**src/rtl/mdu_pkg.sv**
```systemverilog
// Shared definitions for the iterative multiply/divide unit: op codes, FSM states
// and a two's-complement helper.
package mdu_pkg;

    // Widest operand supported by neg2c; callers zero-extend into it and truncate back.
    localparam int unsigned MDU_NEG_W = 128;

    typedef enum logic [1:0] {
        MDU_MULT  = 2'd0,
        MDU_MULTU = 2'd1,
        MDU_DIV   = 2'd2,
        MDU_DIVU  = 2'd3
    } mdu_op_e;

    typedef enum logic [2:0] {
        ST_IDLE = 3'd0,
        ST_MUL  = 3'd1,
        ST_DIV  = 3'd2,
        ST_FIX  = 3'd3,
        ST_DONE = 3'd4
    } mdu_state_e;

    // Two's-complement negate; the low bits stay correct after truncation.
    function automatic logic [MDU_NEG_W-1:0] neg2c(input logic [MDU_NEG_W-1:0] x);
        return ~x + MDU_NEG_W'(1);
    endfunction

endpackage

```
**src/rtl/mdu_div_step.sv**
```systemverilog
// One restoring-division step: shift in the next dividend bit, trial-subtract the
// divisor, keep the difference when it does not borrow.
module mdu_div_step
    import mdu_pkg::*;
#(
    parameter int unsigned WIDTH = 32
) (
    input  logic [WIDTH:0]   i_rem,
    input  logic [WIDTH-1:0] i_div,
    input  logic             i_bit,
    output logic [WIDTH:0]   o_rem,
    output logic             o_qbit
);

    logic [WIDTH:0] w_shift;
    logic [WIDTH:0] w_diff;
    logic           w_ge;

    // Trial subtraction and restore select.
    always_comb begin
        w_shift = {i_rem[WIDTH-1:0], i_bit};
        w_diff  = w_shift - {1'b0, i_div};
        w_ge    = i_rem[WIDTH] | (w_shift >= {1'b0, i_div});
        o_qbit  = w_ge;
        o_rem   = w_ge ? w_diff : w_shift;
    end

endmodule

```
**src/rtl/mdu_iter.sv**
```systemverilog
// Iterative HI/LO multiply/divide unit, one bit per cycle, with pipeline flush.
// Optional feature: define MDU_FAST_MUL_EN for a single-cycle multiply path
// (IDLE -> DONE); divides stay iterative either way.
module mdu_iter
    import mdu_pkg::*;
#(
    parameter int unsigned WIDTH = 32
) (
    input  logic             clk,
    input  logic             rst,
    input  logic             i_start,
    input  logic [1:0]       i_op,
    input  logic [WIDTH-1:0] i_a,
    input  logic [WIDTH-1:0] i_b,
    input  logic             i_flush,
    output logic             o_busy,
    output logic             o_done,
    output logic [WIDTH-1:0] o_hi,
    output logic [WIDTH-1:0] o_lo,
    output logic             o_dbz
);

    localparam int unsigned W2 = 2 * WIDTH;
    localparam int unsigned CW = $clog2(WIDTH + 1);

    mdu_state_e       r_state;
    mdu_state_e       w_next;
    logic [CW-1:0]    r_cnt;
    logic [W2-1:0]    r_acc;       // MUL: {partial product, multiplier}; DIV: low half = dividend/quotient
    logic [WIDTH-1:0] r_opd;       // multiplicand or divisor magnitude
    logic [WIDTH:0]   r_rem;
    logic             r_is_div;
    logic             r_neg_lo;
    logic             r_neg_hi;
    logic             r_dbz_pend;
    logic             r_busy;
    logic             r_done;
    logic             r_dbz;
    logic [WIDTH-1:0] r_hi;
    logic [WIDTH-1:0] r_lo;

    mdu_op_e          w_op;
    logic             w_accept;
    logic             w_is_div;
    logic             w_is_signed;
    logic             w_a_neg;
    logic             w_b_neg;
    logic [WIDTH-1:0] w_abs_a;
    logic [WIDTH-1:0] w_abs_b;

    // Request decode and operand magnitudes.
    always_comb begin
        w_op        = mdu_op_e'(i_op);
        w_accept    = i_start && !i_flush;
        w_is_div    = (w_op == MDU_DIV) || (w_op == MDU_DIVU);
        w_is_signed = (w_op == MDU_MULT) || (w_op == MDU_DIV);
        w_a_neg     = w_is_signed && i_a[WIDTH-1];
        w_b_neg     = w_is_signed && i_b[WIDTH-1];
        w_abs_a     = w_a_neg ? WIDTH'(neg2c(MDU_NEG_W'(i_a))) : i_a;
        w_abs_b     = w_b_neg ? WIDTH'(neg2c(MDU_NEG_W'(i_b))) : i_b;
    end

    logic [WIDTH:0]  w_mul_sum;
    logic [W2-1:0]   w_mul_next;

    // Shift-add multiply step on the unsigned accumulator.
    always_comb begin
        w_mul_sum  = {1'b0, r_acc[W2-1:WIDTH]} + (r_acc[0] ? {1'b0, r_opd} : '0);
        w_mul_next = {w_mul_sum, r_acc[WIDTH-1:1]};
    end

    logic [WIDTH:0] w_rem_next;
    logic           w_qbit;

    mdu_div_step #(
        .WIDTH (WIDTH)
    ) u_div_step (
        .i_rem  (r_rem),
        .i_div  (r_opd),
        .i_bit  (r_acc[WIDTH-1]),
        .o_rem  (w_rem_next),
        .o_qbit (w_qbit)
    );

    logic [W2-1:0]    w_prod;
    logic [WIDTH-1:0] w_quo;
    logic [WIDTH-1:0] w_rem;
    logic [WIDTH-1:0] w_fix_hi;
    logic [WIDTH-1:0] w_fix_lo;

    // Sign fix-up and divide-by-zero substitution for the FIX write.
    always_comb begin
        w_prod   = r_neg_lo ? W2'(neg2c(MDU_NEG_W'(r_acc))) : r_acc;
        w_quo    = r_neg_lo ? WIDTH'(neg2c(MDU_NEG_W'(r_acc[WIDTH-1:0]))) : r_acc[WIDTH-1:0];
        w_rem    = r_neg_hi ? WIDTH'(neg2c(MDU_NEG_W'(r_rem[WIDTH-1:0]))) : r_rem[WIDTH-1:0];
        w_fix_hi = r_is_div ? w_rem : w_prod[W2-1:WIDTH];
        w_fix_lo = r_is_div ? (r_dbz_pend ? '1 : w_quo) : w_prod[WIDTH-1:0];
    end

`ifdef MDU_FAST_MUL_EN
    logic [W2-1:0] w_fast_prod;

    // Single-cycle multiply on sign- or zero-extended operands.
    always_comb begin
        if (w_is_signed) begin
            w_fast_prod = {{WIDTH{i_a[WIDTH-1]}}, i_a} * {{WIDTH{i_b[WIDTH-1]}}, i_b};
        end else begin
            w_fast_prod = {{WIDTH{1'b0}}, i_a} * {{WIDTH{1'b0}}, i_b};
        end
    end
`endif

    // Next-state logic; flush overrides every transition.
    always_comb begin
        w_next = r_state;
        case (r_state)
            ST_IDLE: begin
                if (w_accept) begin
`ifdef MDU_FAST_MUL_EN
                    w_next = w_is_div ? ST_DIV : ST_DONE;
`else
                    w_next = w_is_div ? ST_DIV : ST_MUL;
`endif
                end
            end
            ST_MUL, ST_DIV: begin
                if (r_cnt == CW'(1)) begin
                    w_next = ST_FIX;
                end
            end
            ST_FIX:  w_next = ST_DONE;
            ST_DONE: w_next = ST_IDLE;
            default: w_next = ST_IDLE;
        endcase
        if (i_flush) begin
            w_next = ST_IDLE;
        end
    end

    // State register, datapath and registered outputs.
    always_ff @(posedge clk) begin
        if (rst) begin
            r_state    <= ST_IDLE;
            r_cnt      <= '0;
            r_acc      <= '0;
            r_opd      <= '0;
            r_rem      <= '0;
            r_is_div   <= 1'b0;
            r_neg_lo   <= 1'b0;
            r_neg_hi   <= 1'b0;
            r_dbz_pend <= 1'b0;
            r_busy     <= 1'b0;
            r_done     <= 1'b0;
            r_dbz      <= 1'b0;
            r_hi       <= '0;
            r_lo       <= '0;
        end else begin
            r_state <= w_next;
            r_busy  <= (w_next != ST_IDLE);
            r_done  <= (w_next == ST_DONE);
            case (r_state)
                ST_IDLE: begin
                    if (w_accept) begin
                        r_cnt      <= CW'(WIDTH);
                        r_is_div   <= w_is_div;
                        r_neg_lo   <= w_a_neg ^ w_b_neg;
                        r_neg_hi   <= w_a_neg && w_is_div;
                        r_dbz_pend <= w_is_div && (i_b == '0);
                        r_rem      <= '0;
                        if (w_is_div) begin
                            r_acc <= {{WIDTH{1'b0}}, w_abs_a};
                            r_opd <= w_abs_b;
                        end else begin
                            r_acc <= {{WIDTH{1'b0}}, w_abs_b};
                            r_opd <= w_abs_a;
                        end
`ifdef MDU_FAST_MUL_EN
                        if (!w_is_div) begin
                            r_cnt <= '0;
                            r_hi  <= w_fast_prod[W2-1:WIDTH];
                            r_lo  <= w_fast_prod[WIDTH-1:0];
                            r_dbz <= 1'b0;
                        end
`endif
                    end
                end
                ST_MUL: begin
                    r_acc <= w_mul_next;
                    r_cnt <= r_cnt - CW'(1);
                end
                ST_DIV: begin
                    r_rem            <= w_rem_next;
                    r_acc[WIDTH-1:0] <= {r_acc[WIDTH-2:0], w_qbit};
                    r_cnt            <= r_cnt - CW'(1);
                end
                ST_FIX: begin
                    if (!i_flush) begin
                        r_hi  <= w_fix_hi;
                        r_lo  <= w_fix_lo;
                        r_dbz <= r_dbz_pend;
                    end
                end
                default: ;
            endcase
        end
    end

    assign o_busy = r_busy;
    assign o_done = r_done;
    assign o_hi   = r_hi;
    assign o_lo   = r_lo;
    assign o_dbz  = r_dbz;

endmodule

```
**config.mk**
```make
export PLATFORM = sky130hd
export DESIGN_NAME = mdu_iter
export DESIGN_NICKNAME = d
export VERILOG_FILES = /design/src/rtl/mdu_pkg.sv /design/src/rtl/mdu_div_step.sv /design/src/rtl/mdu_iter.sv
export SDC_FILE = /design/constraint.sdc
export NUM_CORES = 1
export LEC_CHECK = 0
export ABC_CLOCK_PERIOD_IN_PS = 7700
export CAP_MARGIN = 15
export CORE_MARGIN = 2
export CORE_UTILIZATION = 55
export DETAILED_ROUTE_END_ITERATION = 6
export PLACE_DENSITY = 0.86
export REMOVE_ABC_BUFFERS = 1
export SYNTH_ARGS = -nofsm -noshare
export SYNTH_HDL_FRONTEND = slang
export SYNTH_SLANG_ARGS = --single-unit
```
**constraint.sdc**
```tcl
create_clock -name clk -period 7.7 [get_ports clk]
set_clock_uncertainty 0.15 [all_clocks]
set_input_delay 0.77 -clock clk [delete_from_list [all_inputs] [get_ports clk]]
set_output_delay 0.77 -clock clk [all_outputs]
set_load 0.05 [all_outputs]
```
* Word level (Yosys, flattened, before mapping)
Index checks and enable logic that the tools add are counted.
Cells by class: $add $sub $neg 8, multipliers 0, reductions and logical operators 23, shift operators 0, div/mod/pow operators 0, equal/unequal tests 8, order comparisons 1, bitwise operators 8, mux-type cells 24
Operators by type and width (count):
- 32-bit 2-to-1 mux | 10
- 32-bit by 1-bit adder with 32-bit output (second input constant) | 4
- 64-bit 2-to-1 mux | 2
- 32-bit inverter | 4
- 32-bit one-hot mux with 3 select lines | 1
- 33-bit 2-to-1 mux | 2
- 33-bit one-hot mux with 2 select lines | 1
- 64-bit by 1-bit adder with 64-bit output (second input constant) | 1
- 64-bit inverter | 1
- 32-bit one-hot mux with 2 select lines | 1
- 32-bit by 32-bit adder with 33-bit output | 1
- 33-bit by 32-bit >= comparator with 1-bit output | 1
- 33-bit by 32-bit subtractor with 33-bit output | 1
- 32-bit logical NOT | 1
- 6-bit one-hot mux with 2 select lines | 1
- 2-bit AND reduction | 6
- 3-bit 2-to-1 mux | 3
- 3-bit one-hot mux with 3 select lines | 1
- 3-bit by 2-bit == test with 1-bit output (second input constant) | 2
- 6-bit by 1-bit == test with 1-bit output (second input constant) | 1
- 6-bit 2-to-1 mux | 1
- 2-bit nonzero test | 3
- 3-bit nonzero test | 2
- 6-bit by 1-bit subtractor with 6-bit output (second input constant) | 1
- other kinds (14) | 20
Storage, ports and cells: memories kept 0, output and inout bits 67, register bits 209, ROM bits 0, memory bits (writable) 0, bits in latches 0, input port bits 70

* Logic depth before layout (Yosys ltp)
word-level depth 7, gate-level depth with buffers 14, mapped depth without buffers 13

* By module
From an unflattened synthesis, not the netlist that was laid out.
Unflattened totals: cells, all modules 2195, area, all modules 16181.8 um2
Modules (own cells, without submodules):
- mdu_iter | area an instance 13919.6 um2, cells an instance 1853, instances 1
- mdu_div_step | area an instance 2262.2 um2, cells an instance 342, instances 1

* Worst setup path before layout
OpenSTA, ideal clock, no wires.
path type reg2reg, start register r_acc[0], end register r_acc[60], buffers on the path 1, cell stages (with the launch flop) 13, library setup time 0.117 ns, path slack 4.241 ns, data arrival time 3.192 ns, cell sequence dfxtp_1 -> inv_1 -> buf_1 -> nor2_1 -> ha_1 -> and4_1 -> a221o_1 -> a211oi_1 -> o2111ai_1 -> o21ai_0 -> a21boi_0 -> or3_1 -> a32o_1
Between the ends: cells in the longest elaborated chain, start to end 3
RTL lines:
- from (decl) | line mdu_iter.sv:29 | logic [W2-1:0] r_acc;
- from (signal assigned) | line mdu_iter.sv:171 | r_acc <= {{WIDTH{1'b0}}, w_abs_a};
- from (signal assigned) | line mdu_iter.sv:174 | r_acc <= {{WIDTH{1'b0}}, w_abs_b};
- from (signal assigned) | line mdu_iter.sv:188 | r_acc <= w_mul_next;
- 32-bit 2-to-1 mux | line mdu_iter.sv:68 | w_mul_sum = {1'b0, r_acc[W2-1:WIDTH]} + (r_acc[0] ? {1'b0, r_opd} : '0);
- 32-bit by 32-bit adder with 33-bit output | line mdu_iter.sv:68
- 32-bit one-hot mux with 2 select lines | line mdu_iter.sv:161 | case (r_state)
No other way between the ends. A chain may end at the register's enable or synchronous reset.

* Final worst setup path
Same ends and word-level chain as after synthesis.

==> results list <==
- After clock tree synthesis, the repair step resized 0 gates.
- The worst hold path belongs to the class reg -> reg.
- sky130_fd_sc_hd__nand2_1 is the most common cell in the netlist.
* Switching share of total power: 0.339
- Root Driver: sky130_fd_sc_hd__clkbuf_16
- The floorplan step defined a die boundary enclosing 0.0294 sq mm.
- After the first detailed-routing iteration, the DRC count stood at between 1500 and 2000.
- Routability-driven placement finished with a final weighted congestion of 0.940.
- Width of the chip: 172 microns
- Sorting the synthesized cells by area gives the leading types as sky130_fd_sc_hd__dfxtp_1, sky130_fd_sc_hd__xor2_1, sky130_fd_sc_hd__ha_1, sky130_fd_sc_hd__o21ai_0, sky130_fd_sc_hd__a21oi_1.
* Post-place instance area: 0.0170 sq mm
- Most used routing layer in global routing: met2
* Post-Layout Inst Area: approximately 0.018 sq mm
- After technology mapping, the gate count stands at 2068.
- Of the synthesized area, sequential elements account for 0.271.
* Avg Vias per Cell: about 6.6
- Detailed-placement wirelength estimate: 38.7 mm
* Setup_tns: 0 ps
- For the worst setup path, the data arrival time is 4860 ps.
- Maximum clock insertion buffer count: 3
- Max_slew headroom: 0.252
- Num Clock Sinks: 209
- After clock tree synthesis, the setup repair step added 0 buffers.
- Relative contribution of sequential cells to total power: 0.376
- Slew Viols, Final: 0
- For this block, the routed nets add up to roughly 54 mm of wire.
* Library cell with the largest summed area after synthesis: sky130_fd_sc_hd__dfxtp_1
* Clock network power share: 0.362
- CTS H-Tree Depth: 1
- Floorplan die height: 172 microns
* Slew of the pin with the lowest slew margin: 1120 ps
* Final setup violation count: 0
* Final-report hold violation count: 0
- Of the total power, combinational logic draws 0.262.
* Remaining global-route overflow: 0
* Power density of the placed cells: 177 mW/mm^2
- The run finished with clean final reports.
- During synthesis, Yosys emitted a total of 0 warnings.
- Synthesis inferred 209 register bits.
- Final routed wire length divided by cell count: 21.6 microns
- Counting flops with a built-in enable in the synthesized netlist gives 0.
* CTS tree: yes
- Cell row count: 61
- Biggest fanout along the worst timing path: 31
- Final Core Density: 0.640
- GR Util All Layers: 0.360
- Of the cells placed in the final design, the portion with a size suffix greater than 1 is 0.0478.
* Share of the synthesized area in the top cell type: 0.271
- Sw Pwr: 1.07 mW
* Global-route wire length before repair: 83.6 mm
- First drt pass iteration count: 6
- 0 antenna diodes ended up in the layout.
- Number of vias after detailed routing: 16600
- Counting instances in the post-synthesis netlist gives the leading cell types as sky130_fd_sc_hd__nand2_1, sky130_fd_sc_hd__dfxtp_1, sky130_fd_sc_hd__nor2_1, sky130_fd_sc_hd__o21ai_0, sky130_fd_sc_hd__a21oi_1.
- Highest Clock Rate: 0.218 GHz
- Among all flip-flop cells after synthesis, the most frequent one is sky130_fd_sc_hd__dfxtp_1.
- The region available for standard cell placement spans 0.0277 sq mm.
* Synth async-reset ratio: 0
- In the global route stage, met3 resource usage came out at 0.0601.
- The worst setup path is of the reg -> reg kind.
- Port Buffers: 136
* Post-Syn Area: 0.0154 sq mm
- Leakage: 6.66 nW
- Met1 track utilization from global routing: 0.482
- For the worst setup path, the data required time is 7980 ps.
- Setup repair after global routing left no endpoint under its margin.
- For this configuration, the core starts out at a cell density of 0.558.
* Post-DRT Antenna Nets: 0
- The tool flagged a number of max-cap violations equal to 0.
* Sort of element at the end of the critical path: flip-flop
* Post-synth cell types: 72
- CTS buffer count: 25
* Vias in the first global route: 15100
- Entering global routing, the biggest net connects 109 pins.
* Period utilization: 0.595
- Clock-pin slew on the worst setup and hold paths: 60 ps
* Min Clock Period, post-route: approximately 4600 ps
- Element type at the critical path start: flip-flop
- The initial antenna violation count came to 0.
* Synthesized area per cell: 7.47 sq um
- DRC violations left: 0
- Internal Power: 2.08 mW
- Across the VDD grid, the largest voltage drop is 162 uV.
- At the end of the flow, the number of nets in the layout was 2259.
- In this run the count of I/O pins placed on the die edge is 137.
- Post-synthesis to final-layout area growth: 14.8%
- M2 GR Usage: 0.575
- The clock reaches the later pin of the worst-skew pair after 540 ps.
- Buffers inserted to repair hold after CTS numbered 0.
cells in the final DEF (no fill, tap or decap), drive strengths merged, types with 70 or more instances in the layout:
cell type      count
nand2            217
dfxtp            209
nor2             204
o21ai            169
a21oi            165
clkdlybuf4s50    134
xor2             106
xnor2             84
inv               76
ha                70
state kept, by name (all words and copies together), names as in the netlist:
| signal | cells |
|---|---|
| r_state | 3 |
| r_acc | 64 |
| r_opd | 32 |
| o_dbz | 1 |
| o_done | 1 |
| r_rem | 33 |
| o_hi | 32 |
| r_neg_lo | 1 |
| r_cnt | 6 |
| r_dbz_pend | 1 |
| o_lo | 32 |
| o_busy | 1 |
| r_neg_hi | 1 |
| r_is_div | 1 |
per-layer routing:
metal  part of all wire  wire [microns]
met5                  0               0
met4              0.043            2340
met1               0.41           22400
met2               0.45           24500
met3              0.090            4890
area by class of cell:
type / instances / area (sq um)
multi-input combinational: 1641 / 10400
timing repair buffer: 165 / 1580
sequential: 209 / 4190
clock buffer: 38 / 734
inverter: 75 / 282
tap: 378 / 473
fill: 2387 / 9960
clock inverter: 5 / 33.8
power groups by stage:
stage | sequential (mW) | clock (mW) | combinational (mW)
after floorplan | 1.19 | 0 | 0.523
after global placement | 1.20 | 0 | 0.788
after detailed placement | 1.20 | 0 | 0.798
after CTS | 1.18 | 1.14 | 0.804
after global routing | 1.19 | 1.19 | 0.885
final | 1.18 | 1.14 | 0.825
path summary, 6_finish.rpt:
check | slack (ps) | depth (start not counted) | to | start
worst max-delay path | 3120 | 12 | r_acc[60]$_SDFFE_PP0P_ | r_acc[0]$_SDFFE_PP0P_
worst min-delay path | 290 | 2 | o_hi[25]$_SDFFE_PP0P_ | o_hi[25]$_SDFFE_PP0P_
worst max register to register | 3120 | 12 | r_acc[60]$_SDFFE_PP0P_ | r_acc[0]$_SDFFE_PP0P_
worst min register to register | 290 | 2 | o_hi[25]$_SDFFE_PP0P_ | o_hi[25]$_SDFFE_PP0P_
cell families (layout without fill, tap and decap cells):
| logic type | count (synthesis) | after routing | synth area share |
|---|---|---|---|
| fa+ha+maj | 72 | 72 | 0.0593 |
| flops | 209 | 209 | 0.271 |
| mux | 27 | 27 | 0.0177 |
| simple gates | 662 | 662 | 0.199 |
| compound gates | 690 | 690 | 0.291 |
| buf+inv | 218 | 283 | 0.0543 |
| xor+xnor | 190 | 190 | 0.108 |
critical path, cell delays in order, from the launching register on:
cell                        delay [ps]
sky130_fd_sc_hd__dfxtp_1           360
sky130_fd_sc_hd__inv_1             120
sky130_fd_sc_hd__buf_4             360
sky130_fd_sc_hd__nor2_1             80
sky130_fd_sc_hd__ha_1              350
sky130_fd_sc_hd__and4_1            260
sky130_fd_sc_hd__a221o_1           390
sky130_fd_sc_hd__a211oi_1          940
sky130_fd_sc_hd__o2111ai_1         320
sky130_fd_sc_hd__o21ai_0           370
sky130_fd_sc_hd__a21boi_0          170
sky130_fd_sc_hd__or3_1             320
sky130_fd_sc_hd__a32o_1            250
per-stage QoR:
| step | setup slack (ps) | hold WS [ps] | total power [mW] | cells |
|---|---|---|---|---|
| after floorplan | 2170 | 276 | 1.71 | 1925 |
| after global placement | 3440 | 279 | 1.99 | 2468 |
| after detailed placement | 3340 | 287 | 2.00 | 2468 |
| after CTS | 3440 | 295 | 3.13 | 2511 |
| after global routing | 2890 | 320 | 3.26 | 2511 |
| final | 3120 | 294 | 3.14 | 2511 |
Power figures use the tool's default switching activity.
